## src/rtl/bus_cycle_arbiter.sv

```systemverilog
// bus_cycle_arbiter: round-robin owner of the peripheral bus. Each granted
// request is run as a full ADDR / STROBE / RECOVER cycle on CS/ALE/rdb/wrb.
`default_nettype none

module bus_cycle_arbiter #(
   parameter int NREQ        = 4,
   parameter int AW          = 8,
   parameter int DW          = 8,
   parameter int WAIT_CYCLES = 1
) (
   input  logic                 clock,
   input  logic                 reset,
   input  logic [NREQ-1:0]      req,
   input  logic [NREQ-1:0]      we,
   input  logic [NREQ*AW-1:0]   addr,
   input  logic [NREQ*DW-1:0]   wdata,
   output logic [NREQ-1:0]      gnt,
   output logic [NREQ-1:0]      done,
   output logic [DW-1:0]        rdata,
   output logic                 CS,
   output logic                 ALE,
   output logic                 rdb,
   output logic                 wrb,
   output logic [AW-1:0]        bus_addr,
   output logic [DW-1:0]        bus_wdata,
   output logic                 bus_oe,
   input  logic [DW-1:0]        bus_rdata
);

   localparam int PW = (NREQ > 1) ? $clog2(NREQ) : 1;

   typedef enum logic [3:0] {
      IDLE    = 4'b0001,
      ADDR    = 4'b0010,
      STROBE  = 4'b0100,
      RECOVER = 4'b1000
   } state_t;

   state_t          state_q, state_d;
   logic [PW-1:0]   ptr_q, ptr_d;
   logic [2:0]      cnt_q, cnt_d;
   logic            we_q, we_d;
   logic [NREQ-1:0] gnt_q, gnt_d;
   logic [NREQ-1:0] done_q, done_d;
   logic [DW-1:0]   rdata_q, rdata_d;
   logic            cs_q, cs_d;
   logic            ale_q, ale_d;
   logic            rdb_q, rdb_d;
   logic            wrb_q, wrb_d;
   logic [AW-1:0]   bus_addr_q, bus_addr_d;
   logic [DW-1:0]   bus_wdata_q, bus_wdata_d;
   logic            bus_oe_q, bus_oe_d;

   logic            found;
   int              win;
   logic            sel_we;
   logic [AW-1:0]   sel_addr;
   logic [DW-1:0]   sel_wdata;
   logic [NREQ-1:0] sel_gnt;
   logic [PW-1:0]   ptr_next;

   // Two passes give the wrap-around search: from ptr upward first, then from 0.
   always_comb begin
      found     = 1'b0;
      win       = 0;
      sel_we    = 1'b0;
      sel_addr  = '0;
      sel_wdata = '0;
      sel_gnt   = '0;
      for (int i = 0; i < NREQ; i++) begin
         if (!found && req[i] && (i >= int'(ptr_q))) begin
            found = 1'b1;
            win   = i;
         end
      end
      for (int i = 0; i < NREQ; i++) begin
         if (!found && req[i]) begin
            found = 1'b1;
            win   = i;
         end
      end
      for (int i = 0; i < NREQ; i++) begin
         if (i == win) begin
            sel_we     = we[i];
            sel_addr   = addr[i*AW +: AW];
            sel_wdata  = wdata[i*DW +: DW];
            sel_gnt[i] = 1'b1;
         end
      end
      ptr_next = (win == NREQ - 1) ? '0 : PW'(win + 1);
   end

   // Outputs are computed for the state being entered so they are registered.
   always_comb begin
      state_d     = state_q;
      ptr_d       = ptr_q;
      cnt_d       = cnt_q;
      we_d        = we_q;
      gnt_d       = gnt_q;
      done_d      = '0;
      rdata_d     = rdata_q;
      cs_d        = cs_q;
      ale_d       = ale_q;
      rdb_d       = rdb_q;
      wrb_d       = wrb_q;
      bus_addr_d  = bus_addr_q;
      bus_wdata_d = bus_wdata_q;
      bus_oe_d    = bus_oe_q;
      unique case (state_q)
         IDLE: begin
            if (found) begin
               state_d     = ADDR;
               ptr_d       = ptr_next;
               we_d        = sel_we;
               gnt_d       = sel_gnt;
               cs_d        = 1'b1;
               ale_d       = 1'b1;
               bus_addr_d  = sel_addr;
               bus_wdata_d = sel_wdata;
               bus_oe_d    = sel_we;
            end
         end
         ADDR: begin
            state_d = STROBE;
            ale_d   = 1'b0;
            rdb_d   = we_q;
            wrb_d   = !we_q;
            cnt_d   = '0;
         end
         STROBE: begin
            if (cnt_q == 3'(WAIT_CYCLES)) begin
               state_d  = RECOVER;
               cs_d     = 1'b0;
               rdb_d    = 1'b1;
               wrb_d    = 1'b1;
               bus_oe_d = 1'b0;
               done_d   = gnt_q;
               if (!we_q) rdata_d = bus_rdata;
            end else begin
               cnt_d = cnt_q + 3'd1;
            end
         end
         RECOVER: begin
            state_d = IDLE;
            gnt_d   = '0;
         end
         default: begin
            state_d  = IDLE;
            gnt_d    = '0;
            cs_d     = 1'b0;
            ale_d    = 1'b0;
            rdb_d    = 1'b1;
            wrb_d    = 1'b1;
            bus_oe_d = 1'b0;
         end
      endcase
   end

   always_ff @(posedge clock) begin
      if (reset) begin
         state_q     <= IDLE;
         ptr_q       <= '0;
         cnt_q       <= '0;
         we_q        <= 1'b0;
         gnt_q       <= '0;
         done_q      <= '0;
         rdata_q     <= '0;
         cs_q        <= 1'b0;
         ale_q       <= 1'b0;
         rdb_q       <= 1'b1;
         wrb_q       <= 1'b1;
         bus_addr_q  <= '0;
         bus_wdata_q <= '0;
         bus_oe_q    <= 1'b0;
      end else begin
         state_q     <= state_d;
         ptr_q       <= ptr_d;
         cnt_q       <= cnt_d;
         we_q        <= we_d;
         gnt_q       <= gnt_d;
         done_q      <= done_d;
         rdata_q     <= rdata_d;
         cs_q        <= cs_d;
         ale_q       <= ale_d;
         rdb_q       <= rdb_d;
         wrb_q       <= wrb_d;
         bus_addr_q  <= bus_addr_d;
         bus_wdata_q <= bus_wdata_d;
         bus_oe_q    <= bus_oe_d;
      end
   end

   assign gnt       = gnt_q;
   assign done      = done_q;
   assign rdata     = rdata_q;
   assign CS        = cs_q;
   assign ALE       = ale_q;
   assign rdb       = rdb_q;
   assign wrb       = wrb_q;
   assign bus_addr  = bus_addr_q;
   assign bus_wdata = bus_wdata_q;
   assign bus_oe    = bus_oe_q;

endmodule

`default_nettype wire
```

## config.mk

```make
export PLATFORM = sky130hd
export DESIGN_NAME = bus_cycle_arbiter
export DESIGN_NICKNAME = d
export VERILOG_FILES = /design/src/rtl/bus_cycle_arbiter.sv
export SDC_FILE = /design/constraint.sdc
export NUM_CORES = 1
export LEC_CHECK = 0
export ABC_CLOCK_PERIOD_IN_PS = 2500
export CAP_MARGIN = 40
export CORE_MARGIN = 2
export CORE_UTILIZATION = 41
export DETAILED_ROUTE_END_ITERATION = 16
export PLACE_DENSITY = 0.8
export SYNTH_ARGS = -nofsm -noshare
export SYNTH_HDL_FRONTEND = slang
export SYNTH_SLANG_ARGS = --single-unit
```

## constraint.sdc

```tcl
create_clock -name clock -period 2.5 [get_ports clock]
set_input_delay 0.375 -clock clock [delete_from_list [all_inputs] [get_ports clock]]
set_output_delay 0.375 -clock clock [all_outputs]
set_load 0.05 [all_outputs]
```

Word-level counts from Yosys, hierarchy flattened --
Index checks and enable logic that the tools add are counted.
Storage, ports and cells: logic and storage cells 119, input port bits 82, output and inout bits 37, register bits 47
Cells by class: $add $sub $neg 2, multiplexer cells 48, reductions and logical operators 33, order comparisons 3, equal/unequal tests 12, bitwise logic cells 7
Operators by type and width (count):
- two-way mux 32 bit | 6
- == test 3 x 32 -> 1 bit (first input constant) | 2
- two-way mux 8 bit | 8
- == test 2 x 32 -> 1 bit (first input constant) | 1
- == test 32 x 3 -> 1 bit (second input constant) | 1
- zero test 32 bit | 1
- two-way mux 1 bit | 21
- two-way mux 4 bit | 3
- case mux 1 bit (3 select lines) | 4
- case mux 4 bit (3 select lines) | 1
- AND reduction 2 bit | 6
- logical AND 1 bit | 10
- zero test 1 bit | 8
- case mux 4 bit (2 select lines) | 1
- OR reduction 2 bit | 4
- inverter 1 bit | 7
- inequality test 2 bit (second input constant) | 3
- case mux 3 bit (2 select lines) | 1
- AND reduction 3 bit | 2
- == test 4 x 1 -> 1 bit (second input constant) | 1
- == test 4 x 2 -> 1 bit (second input constant) | 1
- == test 4 x 3 -> 1 bit (second input constant) | 1
- == test 4 bit (second input constant) | 1
- greater-or-equal comparator 1 x 2 -> 1 bit (first input constant) | 2
- 9 further kinds | 9

Logic depth before layout (Yosys ltp) --
depth after elaboration 33, mapped depth 11, mapped depth without buffers 9

Worst setup path after synthesis --
No wires, ideal clock.
kind register -> register, start register ptr_q[1], end register bus_wdata_q[6] (netlist: bus_wdata[6]), stages on the path, launching flop included 12, required time 2.422 ns, clock period less this slack 2.189 ns, arrival time 2.111 ns, path buffers 2, slack 0.311 ns, path through dfxtp_1 > a21oi_1 > o21a_1 > o22a_1 > inv_1 > ha_1 > clkbuf_1 > clkbuf_1 > nand3b_1 > a221oi_1 > a211oi_1 > nor3_1
On the way: longest elaborated chain between the ends 31, elaborated cells between the ends (all ways) 44, those cells by class order compare (3); eq/ne (3); mux (19); reduce/logical (19)
Ends and longest elaborated chain:
- start, declared | RTL line 40 | logic [PW-1:0] ptr_q, ptr_d;
- start signal, assigned | RTL line 177 | ptr_q <= ptr_d;
- greater-or-equal comparator 1 x 2 -> 1 bit | RTL line 71 | if (!found && req[i] && (i >= int'(ptr_q))) begin
- logical AND 1 bit | RTL line 71
- two-way mux 1 bit | RTL line 71
- zero test 1 bit | RTL line 71
- logical AND 1 bit (2 in series) | RTL line 71
- two-way mux 1 bit | RTL line 71
- zero test 1 bit | RTL line 71
- logical AND 1 bit (2 in series) | RTL line 71
- [... 10 more ...]
- zero test 1 bit | RTL line 77 | if (!found && req[i]) begin
- logical AND 1 bit | RTL line 77
- two-way mux 1 bit | RTL line 77
- zero test 1 bit | RTL line 77
- logical AND 1 bit | RTL line 77
- two-way mux 32 bit | RTL line 77
- zero test 32 bit | RTL line 83 | if (i == win) begin
- two-way mux 8 bit (4 in series) | RTL line 83
- end signal, assigned | RTL line 188 | bus_wdata_q <= bus_wdata_d;
- end, declared | RTL line 51 | logic [DW-1:0] bus_wdata_q, bus_wdata_d;
Several ways; a longest one is shown, not always the timed one. A chain may end at the register's enable or synchronous reset.

Final worst setup path --
start input req[1], end register bus_wdata_q[5] (netlist: bus_wdata[5])
On the way: longest elaborated chain between the ends 27, elaborated cells between the ends (all ways) 38, those cells by class eq/ne (3); mux (18); reduce/logical (17)
Ends and longest elaborated chain:
- start, declared | RTL line 13 | input logic [NREQ-1:0] req,
- logical AND 1 bit (2 in series) | RTL line 71
- two-way mux 1 bit | RTL line 71
- zero test 1 bit | RTL line 71
- logical AND 1 bit (2 in series) | RTL line 71
- two-way mux 1 bit | RTL line 71
- zero test 1 bit | RTL line 71
- logical AND 1 bit | RTL line 71
- two-way mux 1 bit | RTL line 71
- [... 6 more ...]
- zero test 1 bit | RTL line 77
- logical AND 1 bit | RTL line 77
- two-way mux 1 bit | RTL line 77
- zero test 1 bit | RTL line 77
- logical AND 1 bit | RTL line 77
- two-way mux 32 bit | RTL line 77
- zero test 32 bit | RTL line 83
- two-way mux 8 bit (4 in series) | RTL line 83
Several ways; a longest one is shown, not always the timed one.

==> flow_metrics.py <==
metrics = {
    "die": {
        "initial_core_util_pct": 42.3,
        "rows": 28,
        "core_area_um2": 5920,
        "die_h_um": 82.1,
        "num_io_pins": 119,
        "die-area_um2": 6740,
        "die_w_um": 82.1,
    },
    "logic_synthesis": {
        "synth_most_common_cell": "dfxtp_1",
        "ys_types": 40,
        "syn_avg_cell_area_um2": 8.07,
        "yosysWarnings": 0,
        "synth_seq_cells": 47,
        "synth_top_cell_by_area": "dfxtp_1",
        "synthCells": 310,
        "synth-main-ff-cell": "dfxtp_1",
        "synth_seq_area_share_pct": 37.6,
        "syn_nets": 398,
        "synth_top_area_share_pct": 37.6,
        "ys_top_cells_by_area": "dfxtp_1, a221oi_1, a211oi_1, nor2_1, a21oi_1",
        "synth_edf_count": 0,
        "synth_area_um2": 2500,
        "synthTopCellsByCount": "dfxtp_1, nor2_1, a21oi_1",
        "synthArstFlopShare_pct": 0,
    },
    "final_layout": {
        "diodes": 0,
        "fillCellCount": 502,
        "final_nets": 514,
        "drive_above_1_share_pct": 8.67,
        "post-route-cell-area_um2": 3990,
        "syn_to_final_growth_pct": 59.2,
        "post-route-util_pct": 67.3,
    },
    "global_routing": {
        "grtUsageTotal_pct": 23.2,
        "grt_start_max_net_pins": 36,
        "overflow": 0,
        "antenna_found_initial": 0,
        "grt_pass1_wl_um": 11900,
        "grt_pass1_vias": 2480,
    },
    "timing": {
        "drv_slew": 0,
        "fin_crit_ns": 2.33,
        "max_slew_margin_pct": 65.4,
        "worst_pin_slew_ns": 0.512,
        "rsz0062_at_grt": "false",
        "finClkSkew_ns": 0.0101,
        "final_hold_viol_count": 0,
        "clock.fmax_ghz": 0.430,
        "final.period_utilization_pct": 93.1,
        "finalSetupTns_ns": 0,
        "setup_violations": 0,
    },
    "drt": {
        "drtIter0Drc": 95,
        "wl_um": 7450,
        "routed_via_density": 5.26,
        "vias": 2641,
        "wl_per_cell_um": 14.8,
        "drc": 0,
        "antenna_left": 0,
        "first_pass_iters": 6,
    },
    "placed_design": {
        "numPortBuffers": 118,
        "dpl.hpwl_um": 5560,
        "gp_congestion": 0.824,
        "place_area_um2": 3840,
    },
    "setup_path": {
        "cp_max_fo": 18,
        "rrSetupSlack_ns": 0.25,
        "critPathCaptureType": "flop",
        "crit_chain": "clkdlybuf4s50_1, a21oi_2, o21a_1, o22a_1, inv_1, ha_1, buf_12, a21oi_1, a221oi_1, a211oi_1, nor3_1",
        "max_stage_delay_ns": 0.55,
        "cp_data_arrival_time_ns": 2.55,
        "crit_buf_inv": 3,
        "critPathRequiredTime_ns": 2.72,
        "critPathLaunchType": "primary input",
        "crit_slowest_cell": "clkdlybuf4s50_1",
        "worst-setup-path-type": "primary input to flop",
        "crit_family": "compound AO/OA/AOI/OAI gates",
    },
    "pwr": {
        "p_int_mw": 1.75,
        "pwr-share-clk_pct": 20.8,
        "vdd_drop_max_v": 0.000394,
        "p_seq_share_pct": 32.7,
        "p_per_area_nw_per_um2": 709,
        "combinationalPowerShare_pct": 46.6,
        "power.leakage_nw": 1.60,
        "power.switching_mw": 1.07,
        "total_power_mw": 2.82,
        "netSwitchingFraction_pct": 37.9,
    },
    "clock_tree": {
        "insertion_delay_ns": 0.30,
        "cts_max_path_buffers": 2,
        "cts_buffers": 5,
        "cts_sinks": 47,
        "cts_tree": "done",
        "htreeDepth": 2,
        "post_cts_buffers": 0,
        "path_clk_slew_ns": 0.09,
        "cts-root-buf": "clkbuf_8",
    },
    "worst_hold_path": {
        "hold_path_class": "flop to flop",
    },
    "run": {
        "drv_cap": 0,
    },
    "outcome": {
        "outcome": "completed",
    },
}
==> path summary, 6_finish.rpt <==
kind | from | cells after the start | end
hold reg to reg | CS | 2 | CS
setup reg to reg | ptr_q[1] | 10 | bus_wdata[5]
hold / removal | CS | 2 | CS
setup / recovery | req[1] | 11 | bus_wdata[5]
==> worst reg2reg max path, cell delays in order, from the launching register on <==
cell	delay, ns
dfxtp_1	0.45
mux2i_1	0.22
nor2_1	0.06
nor3_1	0.19
buf_4	0.16
inv_1	0.06
ha_1	0.22
buf_12	0.18
a221oi_1	0.32
a211oi_1	0.10
nor3_1	0.21
==> power by group through the flow <==
stage / clock (mW) / sequential [mW] / combinational, mW
2_1_floorplan: 0 / 1.19 / 0.544
3_3_place_gp: 0 / 0.936 / 1.27
3_5_place_dp: 0 / 0.937 / 1.29
4_1_cts: 0.600 / 0.921 / 1.30
5_1_grt: 0.632 / 0.935 / 1.42
6_report: 0.587 / 0.923 / 1.31
==> flip-flops by register name (all words and copies together), names as in the netlist <==
name,flops
ALE,1
done,4
gnt,4
ptr_q,2
bus_addr,8
bus_wdata,8
cnt_q,3
CS,1
rdb,1
we_q,1
rdata,8
bus_oe,1
wrb,1
state_q,4
==> cell families (layout without fill, tap and decap cells) <==
group / after synthesis / after routing / synth area share (%)
AO/OA/AOI/OAI: 82 / 82 / 22.1
XOR/XNOR: 2 / 2 / 0.700
adder cells (fa/ha/maj): 6 / 6 / 3.00
buffers and inverters: 49 / 166 / 8.15
flip-flops: 47 / 47 / 37.6
multiplexers: 10 / 10 / 4.00
AND/OR/NAND/NOR: 114 / 114 / 24.5
==> cell type report <==
class	count	area, µm²	area share (%)
clock inverters	2	38.8	0.973
multi-input cells	214	1370	34.5
flip-flops and latches	47	941	23.6
inverters	22	82.6	2.07
well taps	75	93.8	2.35
clock buffers	6	82.6	2.07
repair buffers	136	1370	34.4
==> routing by layer <==
layer / track usage (%) / share of wire, % / up-vias
li1: - / - / 1336
met1: 28.3 / 42 / 1209
met2: 40.2 / 50 / 85
met3: 4.78 / 5.7 / 11
met4: 9.17 / 2.4 / 0
met5: 0 / 0 / -
==> layout by cell type, fill, tap and decap left out, drive strengths merged, types with 2 or more instances in the layout <==
cell,Yosys,layout
inv,22,23
clkbuf,22,6
or4b,3,3
a221oi,17,17
nor2b,4,4
a21oi,27,27
buf,5,18
a22oi,4,4
or2,4,4
mux2i,10,10
and2,6,6
nor4,2,2
nor3,22,22
clkdlybuf4s50,0,117
nand3,2,2
nand2,10,10
dfxtp,47,47
a21o,2,2
nand2b,4,4
nand3b,16,16
a211oi,19,19
ha,6,6
nor2,37,37
o21ai,7,7
==> timing repair <==
item,CTS,global route
gates resized for setup,0,5
setup endpoints to repair,0,8
hold buffers,0,0
==> stage by stage <==
| step | setup WS [ns] | std cells | hold WS, ns |
|---|---|---|---|
| finish | 0.173 | 502 | 0.478 |
| detailed placement | -0.221 | 494 | 0.467 |
| CTS | 0.0350 | 502 | 0.482 |
| global placement | -0.115 | 494 | 0.469 |
| global route | 0.0178 | 502 | 0.518 |
| floorplan | 0.311 | 310 | 0.459 |
No activity file was read; power rests on OpenSTA's default activity.
